### src/rtl/regfile_sb_if.sv
// Write-back / issue / read-side bundle for the regfile_sb architectural state holder.
// master = pipeline side (write-back, issue, read/execute), slave = register file.
interface regfile_sb_if #(
  parameter int unsigned DATA_W = 12
);
  logic [3:0]        rd_addr_a;
  logic [3:0]        rd_addr_b;
  logic [DATA_W-1:0] rd_data_a;
  logic [DATA_W-1:0] rd_data_b;
  logic [DATA_W-1:0] lr_rdata;
  logic [3:0]        flags_rdata;
  logic [3:0]        reg_waddr;
  logic [DATA_W-1:0] reg_wdata;
  logic              reg_we;
  logic [DATA_W-1:0] lr_wdata;
  logic              lr_we;
  logic [3:0]        flag_wdata;
  logic              flag_we;
  logic              claim_we;
  logic [3:0]        claim_addr;
  logic              claim_lr;
  logic              claim_ready;
  logic              busy_a;
  logic              busy_b;
  logic              busy_lr;
  logic              sb_err;

  modport master (
    output rd_addr_a, rd_addr_b, reg_waddr, reg_wdata, reg_we,
           lr_wdata, lr_we, flag_wdata, flag_we, claim_we, claim_addr, claim_lr,
    input  rd_data_a, rd_data_b, lr_rdata, flags_rdata, claim_ready,
           busy_a, busy_b, busy_lr, sb_err
  );

  modport slave (
    input  rd_addr_a, rd_addr_b, reg_waddr, reg_wdata, reg_we,
           lr_wdata, lr_we, flag_wdata, flag_we, claim_we, claim_addr, claim_lr,
    output rd_data_a, rd_data_b, lr_rdata, flags_rdata, claim_ready,
           busy_a, busy_b, busy_lr, sb_err
  );
endinterface

### src/rtl/regfile_sb.sv
// 16 GPRs + LR + flags with a per-register pending-write scoreboard.
// Optional REGFILE_BYPASS_EN: same-cycle write-through forwarding of data and busy release.
module regfile_sb #(
  parameter int unsigned DATA_W = 12,
  parameter int unsigned PEND_W = 3
) (
  input  logic         clk,
  input  logic         rst,
  regfile_sb_if.slave  bus
);
  localparam int unsigned NREG = 16;
  localparam logic [PEND_W-1:0] CNT_MAX = '1;
  localparam logic [PEND_W-1:0] CNT_ONE = PEND_W'(1);

  logic [DATA_W-1:0] gpr_q [NREG];
  logic [DATA_W-1:0] lr_q;
  logic [3:0]        flags_q;
  logic [PEND_W-1:0] cnt_q [NREG];
  logic [PEND_W-1:0] cnt_d [NREG];
  logic [PEND_W-1:0] lr_cnt_q;
  logic [PEND_W-1:0] lr_cnt_d;
  logic              sb_err_q;
  logic              sb_err_d;

  logic              claim_ready_c;
  logic [NREG-1:0]   inc_v;
  logic [NREG-1:0]   dec_v;
  logic              lr_inc;

  // A claim is only accepted when every counter it touches has headroom
  assign claim_ready_c = (cnt_q[bus.claim_addr] != CNT_MAX) &&
                         (!bus.claim_lr || (lr_cnt_q != CNT_MAX));
  assign inc_v  = (bus.claim_we && claim_ready_c) ? (NREG'(1) << bus.claim_addr) : '0;
  assign dec_v  = bus.reg_we ? (NREG'(1) << bus.reg_waddr) : '0;
  assign lr_inc = bus.claim_lr && claim_ready_c;

  // Scoreboard next state; a same-register claim and write-back cancel out
  always_comb begin
    cnt_d    = cnt_q;
    lr_cnt_d = lr_cnt_q;
    sb_err_d = sb_err_q;
    if ((bus.claim_we || bus.claim_lr) && !claim_ready_c) sb_err_d = 1'b1;
    for (int i = 0; i < NREG; i++) begin
      if (inc_v[i] && !dec_v[i]) begin
        cnt_d[i] = cnt_q[i] + CNT_ONE;
      end else if (dec_v[i] && !inc_v[i]) begin
        if (cnt_q[i] == '0) sb_err_d = 1'b1;
        else                cnt_d[i] = cnt_q[i] - CNT_ONE;
      end
    end
    if (lr_inc && !bus.lr_we) begin
      lr_cnt_d = lr_cnt_q + CNT_ONE;
    end else if (bus.lr_we && !lr_inc) begin
      if (lr_cnt_q == '0) sb_err_d = 1'b1;
      else                lr_cnt_d = lr_cnt_q - CNT_ONE;
    end
  end

  always_ff @(posedge clk or negedge rst) begin
    if (!rst) begin
      for (int i = 0; i < NREG; i++) begin
        gpr_q[i] <= '0;
        cnt_q[i] <= '0;
      end
      lr_q     <= '0;
      flags_q  <= '0;
      lr_cnt_q <= '0;
      sb_err_q <= 1'b0;
    end else begin
      if (bus.reg_we)  gpr_q[bus.reg_waddr] <= bus.reg_wdata;
      if (bus.lr_we)   lr_q    <= bus.lr_wdata;
      if (bus.flag_we) flags_q <= bus.flag_wdata;
      cnt_q    <= cnt_d;
      lr_cnt_q <= lr_cnt_d;
      sb_err_q <= sb_err_d;
    end
  end

`ifdef REGFILE_BYPASS_EN
  logic fwd_a;
  logic fwd_b;

  assign fwd_a = bus.reg_we && (bus.reg_waddr == bus.rd_addr_a);
  assign fwd_b = bus.reg_we && (bus.reg_waddr == bus.rd_addr_b);

  assign bus.rd_data_a   = fwd_a ? bus.reg_wdata : gpr_q[bus.rd_addr_a];
  assign bus.rd_data_b   = fwd_b ? bus.reg_wdata : gpr_q[bus.rd_addr_b];
  assign bus.lr_rdata    = bus.lr_we ? bus.lr_wdata : lr_q;
  assign bus.flags_rdata = bus.flag_we ? bus.flag_wdata : flags_q;
  // The last outstanding write landing this cycle releases the source early
  assign bus.busy_a  = (cnt_q[bus.rd_addr_a] != '0) && !(fwd_a && (cnt_q[bus.rd_addr_a] == CNT_ONE));
  assign bus.busy_b  = (cnt_q[bus.rd_addr_b] != '0) && !(fwd_b && (cnt_q[bus.rd_addr_b] == CNT_ONE));
  assign bus.busy_lr = (lr_cnt_q != '0) && !(bus.lr_we && (lr_cnt_q == CNT_ONE));
`else
  assign bus.rd_data_a   = gpr_q[bus.rd_addr_a];
  assign bus.rd_data_b   = gpr_q[bus.rd_addr_b];
  assign bus.lr_rdata    = lr_q;
  assign bus.flags_rdata = flags_q;
  assign bus.busy_a      = (cnt_q[bus.rd_addr_a] != '0);
  assign bus.busy_b      = (cnt_q[bus.rd_addr_b] != '0);
  assign bus.busy_lr     = (lr_cnt_q != '0);
`endif

  assign bus.claim_ready = claim_ready_c;
  assign bus.sb_err      = sb_err_q;
endmodule

### src/flat_wrapper.sv
// flat-port wrapper written by rule: the top's interface ports become plain ports
module regfile_sb_flat 
#(
  parameter int unsigned DATA_W = 12,
  parameter int unsigned PEND_W = 3
)
  (clk, rst, bus_rd_addr_a, bus_rd_addr_b, bus_reg_waddr, bus_reg_wdata, bus_reg_we, bus_lr_wdata, bus_lr_we, bus_flag_wdata, bus_flag_we, bus_claim_we, bus_claim_addr, bus_claim_lr, bus_rd_data_a, bus_rd_data_b, bus_lr_rdata, bus_flags_rdata, bus_claim_ready, bus_busy_a, bus_busy_b, bus_busy_lr, bus_sb_err);
  regfile_sb_if #(.DATA_W(DATA_W)) bus_i ();
  input  logic clk;
  input  logic rst;
  input wire logic [$bits(bus_i.rd_addr_a)-1:0] bus_rd_addr_a;
  input wire logic [$bits(bus_i.rd_addr_b)-1:0] bus_rd_addr_b;
  input wire logic [$bits(bus_i.reg_waddr)-1:0] bus_reg_waddr;
  input wire logic [$bits(bus_i.reg_wdata)-1:0] bus_reg_wdata;
  input wire logic [$bits(bus_i.reg_we)-1:0] bus_reg_we;
  input wire logic [$bits(bus_i.lr_wdata)-1:0] bus_lr_wdata;
  input wire logic [$bits(bus_i.lr_we)-1:0] bus_lr_we;
  input wire logic [$bits(bus_i.flag_wdata)-1:0] bus_flag_wdata;
  input wire logic [$bits(bus_i.flag_we)-1:0] bus_flag_we;
  input wire logic [$bits(bus_i.claim_we)-1:0] bus_claim_we;
  input wire logic [$bits(bus_i.claim_addr)-1:0] bus_claim_addr;
  input wire logic [$bits(bus_i.claim_lr)-1:0] bus_claim_lr;
  output wire logic [$bits(bus_i.rd_data_a)-1:0] bus_rd_data_a;
  output wire logic [$bits(bus_i.rd_data_b)-1:0] bus_rd_data_b;
  output wire logic [$bits(bus_i.lr_rdata)-1:0] bus_lr_rdata;
  output wire logic [$bits(bus_i.flags_rdata)-1:0] bus_flags_rdata;
  output wire logic [$bits(bus_i.claim_ready)-1:0] bus_claim_ready;
  output wire logic [$bits(bus_i.busy_a)-1:0] bus_busy_a;
  output wire logic [$bits(bus_i.busy_b)-1:0] bus_busy_b;
  output wire logic [$bits(bus_i.busy_lr)-1:0] bus_busy_lr;
  output wire logic [$bits(bus_i.sb_err)-1:0] bus_sb_err;
  assign bus_i.rd_addr_a = bus_rd_addr_a;
  assign bus_i.rd_addr_b = bus_rd_addr_b;
  assign bus_i.reg_waddr = bus_reg_waddr;
  assign bus_i.reg_wdata = bus_reg_wdata;
  assign bus_i.reg_we = bus_reg_we;
  assign bus_i.lr_wdata = bus_lr_wdata;
  assign bus_i.lr_we = bus_lr_we;
  assign bus_i.flag_wdata = bus_flag_wdata;
  assign bus_i.flag_we = bus_flag_we;
  assign bus_i.claim_we = bus_claim_we;
  assign bus_i.claim_addr = bus_claim_addr;
  assign bus_i.claim_lr = bus_claim_lr;
  assign bus_rd_data_a = bus_i.rd_data_a;
  assign bus_rd_data_b = bus_i.rd_data_b;
  assign bus_lr_rdata = bus_i.lr_rdata;
  assign bus_flags_rdata = bus_i.flags_rdata;
  assign bus_claim_ready = bus_i.claim_ready;
  assign bus_busy_a = bus_i.busy_a;
  assign bus_busy_b = bus_i.busy_b;
  assign bus_busy_lr = bus_i.busy_lr;
  assign bus_sb_err = bus_i.sb_err;
  regfile_sb #(.DATA_W(DATA_W), .PEND_W(PEND_W)) u_core (.clk(clk), .rst(rst), .bus(bus_i));
endmodule
### config.mk
export PLATFORM = sky130hd
export DESIGN_NAME = regfile_sb_flat
export DESIGN_NICKNAME = d
export VERILOG_FILES = /design/src/rtl/regfile_sb_if.sv /design/src/rtl/regfile_sb.sv /design/src/flat_wrapper.sv
export SDC_FILE = /design/constraint.sdc
export NUM_CORES = 1
export LEC_CHECK = 0
export CAP_MARGIN = 20
export CELL_PAD_IN_SITES_DETAIL_PLACEMENT = 0
export CELL_PAD_IN_SITES_GLOBAL_PLACEMENT = 2
export CORE_ASPECT_RATIO = 1.75
export CORE_MARGIN = 2
export CORE_UTILIZATION = 25
export CTS_CLUSTER_DIAMETER = 150
export DETAILED_ROUTE_END_ITERATION = 12
export PLACE_DENSITY_LB_ADDON = 0.05
export REMOVE_ABC_BUFFERS = 1
export SETUP_SLACK_MARGIN = 0.2
export SLEW_MARGIN = 20
export SYNTH_ARGS = -nofsm -noshare
export SYNTH_HDL_FRONTEND = slang
export SYNTH_SLANG_ARGS = --single-unit
### constraint.sdc
create_clock -name clk -period 7.14 [get_ports clk]
set_input_delay 1.428 -clock clk [delete_from_list [all_inputs] [get_ports clk]]
set_output_delay 1.428 -clock clk [all_outputs]
set_load 0.005 [all_outputs]
; ---- After elaboration in Yosys (flattened, before gate mapping)
; Cells that the tools add are included.
; W data, S select, Z words.
[word_totals]
latch_bits = 0
ram_bits = 0
ff_bits = 260
input_bits = 51
romBits = 0
memories = 0
output_inout_bits = 45
[op_classes]
add_sub_neg = 34
eq_ne = 19
n_lt_le_gt_ge = 5
shift = 2
n_reduce_logical = 131
n_mul = 0
mux = 123
n_div = 0
bitwise_logic = 4
[op_table]
columns = op, n
row1 = $bwmux W192, 1
row2 = $mux W3, 57
row3 = $bmux W12 S4, 2
row4 = $mux W12, 5
row5 = $mux W1, 52
row6 = $add A3 B1 Y3 const B, 17
row7 = $logic_not A3 Y1, 17
row8 = $sub A3 B1 Y3 const B, 17
row9 = $demux W12 S4, 1
row10 = $logic_and A1 B1 Y1, 39
row11 = $bmux W3 S4, 3
row12 = $logic_not A1 Y1, 36
row13 = $ne A2 B1 Y1 const B, 17
row14 = $reduce_and A2 Y1, 17
row15 = $reduce_bool A2 Y1, 17
row16 = $mux W16, 2
row17 = $shl A1 B4 Y16 const A, 2
row18 = $ge A5 B5 Y1 const B, 4
row19 = $not A4 Y5, 4
row20 = $reduce_bool A3 Y1, 3
row21 = $ne A3 B3 Y1 const B, 2
row22 = $lt A5 B1 Y1 const B, 1
row23 = $logic_or A1 B1 Y1, 2

; ---- Longest topological paths before layout
; Gate-level depths: netlist (run 1).
[depth]
depth_word = 60
mapped_depth = 17
depth_no_buf = 14

; ---- Least setup slack after synthesis (run 1)
; No wires, ideal clock.
[synth_path]
path_type = input port to output port
startpoint = input bus_rd_addr_a[0]
endpoint = output bus_busy_a
path_stages = 4
setup_slack_ns = 2.799
t_required_ns = 5.712
arrival_ns = 2.913
cell_sequence = buf_2 > buf_2 > mux4_1 > mux4_2
[synth_via]
elab_chain_cells = 5
[synth_rtl]
columns = element, line
row1 = from (decl), flat_wrapper.sv:11  ; input wire logic [$bits(bus_i.rd_addr_a)-1:0] bus_rd_addr_a;
row2 = $not A4 Y5 (not written as such), regfile_sb.sv:99  ; assign bus.busy_a = (cnt_q[bus.rd_addr_a] != '0);
row3 = $bmux W3 S4, regfile_sb.sv:99
row4 = $mux W3 (not written as such) (2 in series), regfile_sb.sv:99
row5 = $reduce_bool A3 Y1, regfile_sb.sv:99
row6 = to (decl), flat_wrapper.sv:28  ; output wire logic [$bits(bus_i.busy_a)-1:0] bus_busy_a;
; Every way passes these cells. The select of a mux whose other input is x is not followed.

; ---- Worst setup path after layout (run 1)
[layout_path]
startpoint = input bus_claim_addr[1]
endpoint = output bus_claim_ready
[layout_via]
elab_chain_cells = 6
[layout_rtl]
columns = element, line
row1 = from (decl), flat_wrapper.sv:21  ; input wire logic [$bits(bus_i.claim_addr)-1:0] bus_claim_addr;
row2 = $not A4 Y5 (not written as such), regfile_sb.sv:31  ; assign claim_ready_c = (cnt_q[bus.claim_addr] != CNT_MAX) &&
row3 = $bmux W3 S4, regfile_sb.sv:31
row4 = $mux W3 (not written as such) (2 in series), regfile_sb.sv:31
row5 = $ne A3 B3 Y1, regfile_sb.sv:31
row6 = $logic_and A1 B1 Y1, regfile_sb.sv:31
row7 = to (decl), flat_wrapper.sv:27  ; output wire logic [$bits(bus_i.claim_ready)-1:0] bus_claim_ready;
; Every way passes these cells. The select of a mux whose other input is x is not followed.

==> out/results.txt, run 1 <==
The run finished with clean final reports. The total detailed-routing wirelength was 52200 um; the height of the chip was 327 um. The critical path is of the in2out type. The overall track demand over capacity in global routing was 17.2%; the shortest clock period the worst path allows after layout was 6.11 ns. The worst path setup slack after routing came out at 1.03 ns. The worst setup path is captured at a primary output.

The number of global-route vias before repair is 11000. After floorplanning, the core was divided into 118 placement rows. The congestion estimate from routability-driven global placement came to 0.772. The worst register-to-register path has a depth of 14.

The run gives 0.000155 V as the peak supply drop. The count of buffers from port buffering came out at 95. The cell count after synthesis came out at 1173. Once the clock tree was built, the setup fixing pass inserted 0 buffers.

STA puts the critical path data arrival time at 4.68 ns. For the number of hold violations in the final report, the log shows 0. The area of the die is 61800 sq um.

The async set-reset flop share out of synthesis works out to 100%. Of the available clock period, the critical path in the final layout requires 85.6%. After synthesis, the cell types taking the most area are sky130_fd_sc_hd__dfrtp_1, sky130_fd_sc_hd__mux4_2, sky130_fd_sc_hd__mux2_1. In this run, post-CTS repair resized a total of 0 instances. The run gives 2005 as the cell total after placement. Setup repair after global routing left no endpoint under its margin.

The worst hold path belongs to the class reg2reg. The endpoint of the most critical setup path is bus_claim_ready. At the pin with the least slew margin, the transition time is 0.926 ns. During I/O placement, the number of pins put on the boundary was 96. The number of distinct library cells after synthesis is 46.

In this run, the number of DRC markers left after iteration 0 of detailed routing was 436. The maximum level of the CTS H-tree was 1. For this configuration, the core starts out at a cell density of 25.2%. The antenna diode count is 0, and the final-layout worst hold slack is 0.488 ns. The run gives 0 as the count of hold-fix buffers inserted at cts. The max-slew violation count is 0. The area growth from synthesis to layout works out to 19.7%. In the synthesized netlist the dominant register cell turns out to be sky130_fd_sc_hd__dfrtp_1. Net count reported at finish: 1361.

Sequential cells were found to cover 43.5% of the synthesized design area. The number of antenna violations at the first check in global routing is 3, and the final standard cell count with taps included and fillers excluded is 2061. The pin count of the biggest net entering global routing was 159.

Each instance of the synthesized netlist takes up on average 12.7 sq um. STA classifies the critical path startpoint as an input port. For this run, the detailed router's first-pass iteration total came to 4. The synthesized design devotes to its leading area cell type 43.5% of total area. Final setup violation count: 0. The tools report the final total negative setup slack as 0 ns.

In this run the remaining antenna-violating nets after routing total 0. The global-route wire length before repair is 77500 um. Endpoint of the most critical register-to-register path: u_core.cnt_q[47]. The worst-case clock buffer depth was 3. The run gives 0 as the number of warnings printed during yosys synthesis. After clock tree synthesis, the clock-pin slew on the worst setup and hold paths is 0.06 ns.

Setup slack on the worst reg-to-reg path comes out at 3.47 ns. Counting the buffers created by CTS gives 31. Headroom to the max-slew limit came out at 38.3%. For the final database, setup skew stands at 0.0189 ns. Cell type with the highest aggregate area in the netlist: sky130_fd_sc_hd__dfrtp_1. The upper clock frequency limit came out at 0.164 GHz. In this run, synthesis inferred 0 flip-flops with an integrated enable.

For the worst setup path, the data required time is 5.71 ns. Power spread over the standard cell area amounts to 309 nW/um^2. Using the TritonRoute via totals, the vias-per-cell ratio works out to 4.90. Across all layers, the routed design uses 10100 vias.

The run gives 1.01 ns as the worst slack after detailed placement. The horizontal die dimension is 189 um, and the highest net fanout along the worst path is 23. The run gives 35200 um as the estimated wirelength of the detail-placed design. Number of synthesized register bits: 260. In this run the worst setup path begins at bus_claim_addr[1]. The residual overflow from global routing was 0; the average wire length per cell after detail routing was 25.3 um. The cell area that synthesis handed to floorplanning was 14900 sq um.

The tools report the area of the core as 59200 sq um. In this run the critical register-to-register path is launched from u_core.cnt_q[27]. The tree is rooted in a sky130_fd_sc_hd__clkbuf_16. The analysis attributes to cell leakage a power of 0.00737 uW.

The tool flagged a number of max-cap violations equal to 0. TritonCTS built the clock tree. The post-route netlist has 21.2% of its cells at a drive strength greater than 1. Clock latency on the worst-skew pair, taken at its later pin, is 0.60 ns. For the final routed DRC violation total, the log shows 0.

The tools report the number of sinks driven by the clock tree as 260.
-- cell usage in the layout (no fill, tap or decap), types with 15 or more instances in the layout --
master	n
sky130_fd_sc_hd__nand2_1	168
sky130_fd_sc_hd__nor2_1	41
sky130_fd_sc_hd__inv_1	18
sky130_fd_sc_hd__or3_1	20
sky130_fd_sc_hd__mux2_2	26
sky130_fd_sc_hd__ha_1	34
sky130_fd_sc_hd__dfrtp_1	260
sky130_fd_sc_hd__clkbuf_16	31
sky130_fd_sc_hd__buf_4	27
sky130_fd_sc_hd__a21oi_1	33
sky130_fd_sc_hd__nor4_1	17
sky130_fd_sc_hd__fa_1	17
sky130_fd_sc_hd__inv_2	17
sky130_fd_sc_hd__clkdlybuf4s50_1	88
sky130_fd_sc_hd__mux4_2	128
sky130_fd_sc_hd__mux2_1	156
sky130_fd_sc_hd__nor3_1	37
sky130_fd_sc_hd__nand3_1	15
-- stage by stage --
| stage | cell area (sq um) | total power [uW] | util (%) |
|---|---|---|---|
| 3_3_place_gp | 16800 | 3900 | 28.4 |
| 5_1_grt | 17900 | 5900 | 30.2 |
| 4_1_cts | 17900 | 5650 | 30.2 |
| 2_1_floorplan | 14600 | 3190 | - |
| 6_report | 17900 | 5530 | 30.2 |
| 3_5_place_dp | 16800 | 3910 | 28.4 |
-- state kept, by name, indices dropped and copies added (netlist names) --
register	count
u_core.lr_cnt_q	3
u_core.bus.sb_err	1
u_core.gpr_q	192
u_core.bus.lr_rdata	12
u_core.cnt_q	48
u_core.bus.flags_rdata	4
-- layout make-up --
| type | count | area, sq um |
|---|---|---|
| Sequential cell | 260 | 6510 |
| Timing Repair Buffer | 124 | 1210 |
| Tap cell | 780 | 976 |
| Clock inverter | 14 | 180 |
| Inverter | 35 | 131 |
| Multi-Input combinational cell | 807 | 8030 |
| Clock buffer | 41 | 863 |
| Fill cell | 6038 | 41300 |
-- worst min-delay path by stage --
stage | from | to | slack [ns] | depth (start not counted)
after floorplan | u_core.cnt_q[23] | u_core.cnt_q[23] | 0.45 | 1
after global routing | u_core.bus.lr_rdata[2] | u_core.bus.lr_rdata[2] | 0.51 | 1
after global placement | u_core.gpr_q[162] | u_core.gpr_q[162] | 0.47 | 2
after detailed placement | u_core.cnt_q[23] | u_core.cnt_q[23] | 0.48 | 1
final | u_core.cnt_q[23] | u_core.cnt_q[23] | 0.49 | 1
after CTS | u_core.cnt_q[23] | u_core.cnt_q[23] | 0.49 | 1
-- layer usage --
| layer | track usage [%] | part of all wire [%] | up-vias |
|---|---|---|---|
| li1 | - | - | 4507 |
| met1 | 20.3 | 40 | 5319 |
| met2 | 32.4 | 55 | 207 |
| met3 | 2.27 | 3.5 | 65 |
| met4 | 4.65 | 2.3 | 6 |
| met5 | 0 | 0.077 | - |
-- cell families (layout without fill, tap and decap cells) --
logic type / Yosys count / count (layout) / share of synthesized area [%]
adders and majority gates: 51 / 51 / 5.12
muxes: 312 / 312 / 33.3
AOI/OAI and AO/OA: 72 / 72 / 3.18
buffers and inverters: 106 / 214 / 2.95
and+or+nand+nor: 363 / 363 / 11.4
DFF: 260 / 260 / 43.5
xor gates and xnor gates: 9 / 9 / 0.527
-- critical path: stages --
cell and delay, ns:
sky130_fd_sc_hd__clkdlybuf4s50_1 1.02, sky130_fd_sc_hd__and4_1 0.32, sky130_fd_sc_hd__nor3_1 0.05, sky130_fd_sc_hd__a311o_1 0.37, sky130_fd_sc_hd__a22oi_2 0.55, sky130_fd_sc_hd__inv_2 0.38
sky130_fd_sc_hd__clkdlybuf4s50_1 0.55
-- report_power, final --
| group | internal [uW] | total, uW | switching, uW |
|---|---|---|---|
| registers | 1860 | 2310 | 448 |
| logic | 900 | 1540 | 644 |
| clock network | 989 | 1680 | 695 |
-- Yosys cell counts (6+ instances only) --
master                     instances
sky130_fd_sc_hd__a21o_1            8
sky130_fd_sc_hd__a21oi_1          33
sky130_fd_sc_hd__a22oi_1           7
sky130_fd_sc_hd__and3_1            7
sky130_fd_sc_hd__buf_1            12
sky130_fd_sc_hd__buf_2            34
sky130_fd_sc_hd__clkbuf_1         25
sky130_fd_sc_hd__dfrtp_1         260
sky130_fd_sc_hd__fa_1             17
sky130_fd_sc_hd__ha_1             34
sky130_fd_sc_hd__inv_1            18
sky130_fd_sc_hd__inv_2            17
sky130_fd_sc_hd__mux2_1          156
sky130_fd_sc_hd__mux2_2           26
sky130_fd_sc_hd__mux4_2          128
sky130_fd_sc_hd__nand2_1         168
sky130_fd_sc_hd__nand2b_1         10
sky130_fd_sc_hd__nand3_1          15
sky130_fd_sc_hd__nand4_1          11
sky130_fd_sc_hd__nand4b_1          7
sky130_fd_sc_hd__nor2_1           50
sky130_fd_sc_hd__nor3_1           37
sky130_fd_sc_hd__nor4_1           17
sky130_fd_sc_hd__o21bai_1          6
sky130_fd_sc_hd__o22a_1            8
sky130_fd_sc_hd__or2_1             6
sky130_fd_sc_hd__or3_1            20
sky130_fd_sc_hd__xor2_1            9
No activity file was read; power rests on OpenSTA's default activity.
==> run 2: changes to the inputs <==
--- a/config.mk
+++ b/config.mk
@@ -11,8 +11,8 @@
 export CORE_ASPECT_RATIO = 1.75
 export CORE_MARGIN = 2
 export CORE_UTILIZATION = 25
-export CTS_CLUSTER_DIAMETER = 150
 export DETAILED_ROUTE_END_ITERATION = 12
+export GPL_TIMING_DRIVEN = 0
 export PLACE_DENSITY_LB_ADDON = 0.05
 export REMOVE_ABC_BUFFERS = 1
 export SETUP_SLACK_MARGIN = 0.2
==> run 2 against run 1 <==
Effect of this change: non-clock buffer count fell by 11; total power down 1.4%; via count down 0.61%; critical path type unchanged; critical endpoint unchanged; largest cell class unchanged; highest routed layer is now met4.
==> out/results.txt, run 2 (synthesis results as in run 1) <==
The count of buffers from port buffering works out to 95. The cell count of the worst hold path came out at 2. In the final routed layout, each cell accounts on average for 24.6 um. The run gives 1.38 ns as the worst slack after detailed placement.

The run finished with clean final reports. The reported leakage power is 0.00742 uW, and the residual overflow from global routing is 0. Summing all placed instances gives a cell area of 17100 sq um. The die is 189 um wide. The tools report the critical path launch point type as an input port. The die is 327 um tall. The maximum level of the CTS H-tree is 1. Leaving out fill and tap cells, the most frequent cell in the layout is sky130_fd_sc_hd__dfrtp_1. Dividing total power by cell area gives a power density of 301 nW/um^2.

In the final design database the tool counted 1349 nets. After detailed routing, the total wire length is 50400 um. In this run the critical register-to-register path is launched from u_core.cnt_q[33]. In this run, post-CTS hold repair placed 0 buffers. Routability-driven placement finished with a final weighted congestion of 0.714.

Global routing consumed, over all layers together, 16.7% of the routing resources. For the number of hold violations in the final report, the log shows 0. The worst path setup slack after routing is 1.48 ns, and the final non-filler cell area is 18100 sq um. The total area inside the core boundary comes to 59200 sq um.

In the final layout, the share of cells above drive strength 1 is 21.2%. In the layout the commonest cells are sky130_fd_sc_hd__dfrtp_1, sky130_fd_sc_hd__nand2_1, sky130_fd_sc_hd__mux2_1, sky130_fd_sc_hd__mux4_2, sky130_fd_sc_hd__clkdlybuf4s50_1. Kind of critical path: in2out. The initial standard-cell utilization of the core was 25.2%; the pin slew with the least headroom to its limit was 1.01 ns. Dividing the detail-routed via count by the number of cells gives 4.90. The total of fill cells in the finished design was 5958. The first global-routing pass estimated 75600 um of wire.

The register with the most flip-flops in the layout has 192 of them. Excluding fillers, the count of instances in the completed layout stands at 2051. The count of routing violations after the opening detailed-route iteration is 424. Setup violations remaining at the end of the flow were counted as 0. Number of nets with antenna violations after detailed routing: 0. The tools report the number of rows created at floorplan as 118. The clock tree skew after final layout was 0.0169 ns; the final total negative setup slack was 0 ns.

The longest clock path from root to sink contains 3 buffers. The later-pin clock latency in the skew report came out at 0.60 ns. The post-route fraction of the period consumed by the critical path was 79.3%.

The clock edge transition at the registers on the reported setup and hold paths is 0.06 ns. TritonCTS built the clock tree. VDD sags by at most 0.000178 V. The estimated wirelength of the detail-placed design was 33500 um. For the number of resized instances in the post-cts repair step, the log shows 0. The die covers 61800 sq um.

The critical path required time was 5.71 ns; the CTS buffer count was 30. Setup repair after global routing left no endpoint under its margin. The tree built by TritonCTS fans out to 260 sinks. The run gives 3.44 ns as the minimum setup slack among reg-to-reg paths.

The cell at the root of the clock tree was sky130_fd_sc_hd__clkbuf_16. For the max-slew violation count, the log shows 0. Max-cap violations in this run came to 0. The min-delay analysis places its worst path in the category reg2reg. Including well taps, the total number of placed cells is 1995. The repair_antennas step left the layout with diodes totalling 0.

The tools report the sink of the worst hold path as u_core.gpr_q[139]. The tools report the top-level port count as 96. The start point of the worst min-delay path is u_core.gpr_q[139]. The worst path needs 5.66 ns of the cycle, external delays included. For this run, the top clock speed supported by timing is 0.177 GHz. Number of antenna violations at the first check in global routing: 0. For the worst setup path, the data arrival time is 4.23 ns.

u_core.gpr_q holds more flip-flops than any other register. In this run the worst path has a maximum fanout of 23. The tools report the final routed DRC violation total as 0. Detailed routing inserted a total of 10000 vias.

The number of global-route vias before repair is 11000, and the number of cells traversed by the worst register-to-register path is 14. Cells fill 30.6% of the core in the end. The worst setup path is captured at a primary output.

In this run the critical register-to-register path is captured at u_core.cnt_q[47]. The area growth from synthesis to layout was 21.3%. The number of setup buffers added after CTS is 0.

Number of search-and-repair iterations in the first detailed-routing pass: 4. For the worst relative slew slack, the log shows 32.2%. The pin count of the biggest net entering global routing came out at 84.
run 2: changes by cell type in the layout (fill, tap and decap cells not counted), sizes merged:
| cell | before | now |
|---|---|---|
| buf | 36 | 28 |
| bufinv | 4 | 2 |
| clkbuf | 41 | 44 |
| clkdlybuf4s50 | 88 | 85 |
| clkinv | 8 | 9 |
| inv | 36 | 35 |
run 2: metrics by stage:
stage,power (uW),hold WS [ns]
finish,5460,0.495
global placement,3860,0.478
CTS,5580,0.501
detailed placement,3900,0.485
floorplan,3190,0.448
global route,5820,0.509
run 2: how the worst max path moves through the flow:
stage / start / end / slack [ns] / depth (start not counted)
CTS: bus_claim_addr[1] / bus_claim_ready / 1.39 / 7
floorplan: bus_claim_addr[1] / bus_claim_ready / 3.09 / 5
finish: bus_claim_addr[0] / bus_claim_ready / 1.48 / 6
global route: bus_claim_addr[1] / bus_claim_ready / 1.24 / 7
detailed placement: bus_claim_addr[1] / bus_claim_ready / 1.38 / 7
global placement: rst / u_core.gpr_q[100] / -8.41 / 1
run 2: critical path, stage by stage:
cell	delay [ns]
sky130_fd_sc_hd__clkdlybuf4s50_1	0.79
sky130_fd_sc_hd__nor3_1	0.12
sky130_fd_sc_hd__a311o_1	0.40
sky130_fd_sc_hd__a22oi_2	0.55
sky130_fd_sc_hd__inv_2	0.38
sky130_fd_sc_hd__clkdlybuf4s50_1	0.56
run 2: layer usage:
layer / part of all wire, % / vias to the layer above / global-route usage [%]
li1: - / 4507 / -
met1: 40 / 5276 / 20.1
met2: 53 / 206 / 30.8
met3: 3.8 / 53 / 2.15
met4: 2.7 / 0 / 4.91
met5: 0 / - / 0
run 2: where the power goes:
part	leakage, uW	internal (uW)	switching (uW)
Clock	0.000509	946	686
Sequential	0.00321	1860	399
Combinational	0.00370	907	661
Total	0.00742	3710	1750
run 2: final cells by class:
class	instances	area (sq um)	area share, %
clock inverters	12	116	0.642
inverters	35	131	0.725
multi-input cells	807	8090	44.6
repair buffers	113	1400	7.73
flip-flops and latches	260	6510	35.9
clock buffers	44	905	4.99
well taps	780	976	5.38
==> run 3: changes to the inputs <==
==> constraint.sdc (replaced) <==
create_clock -name clk -period 5.7 [get_ports clk]
set_input_delay 1.14 -clock clk [delete_from_list [all_inputs] [get_ports clk]]
set_output_delay 1.14 -clock clk [all_outputs]
set_load 0.005 [all_outputs]
==> results of run 3 <==
Same layout as run 2 (identical final DEF). Status: complete, no violations.
Main changes from that run: setup slack after placement 1.38 ns -> 0.512 ns; setup slack after layout 1.48 ns -> 0.615 ns; hold slack 0.495 ns -> 0.466 ns; register-to-register setup slack 3.44 ns -> 2.00 ns; total power 5460 uW -> 6840 uW; worst IR drop on VDD 0.000178 V -> 0.000223 V
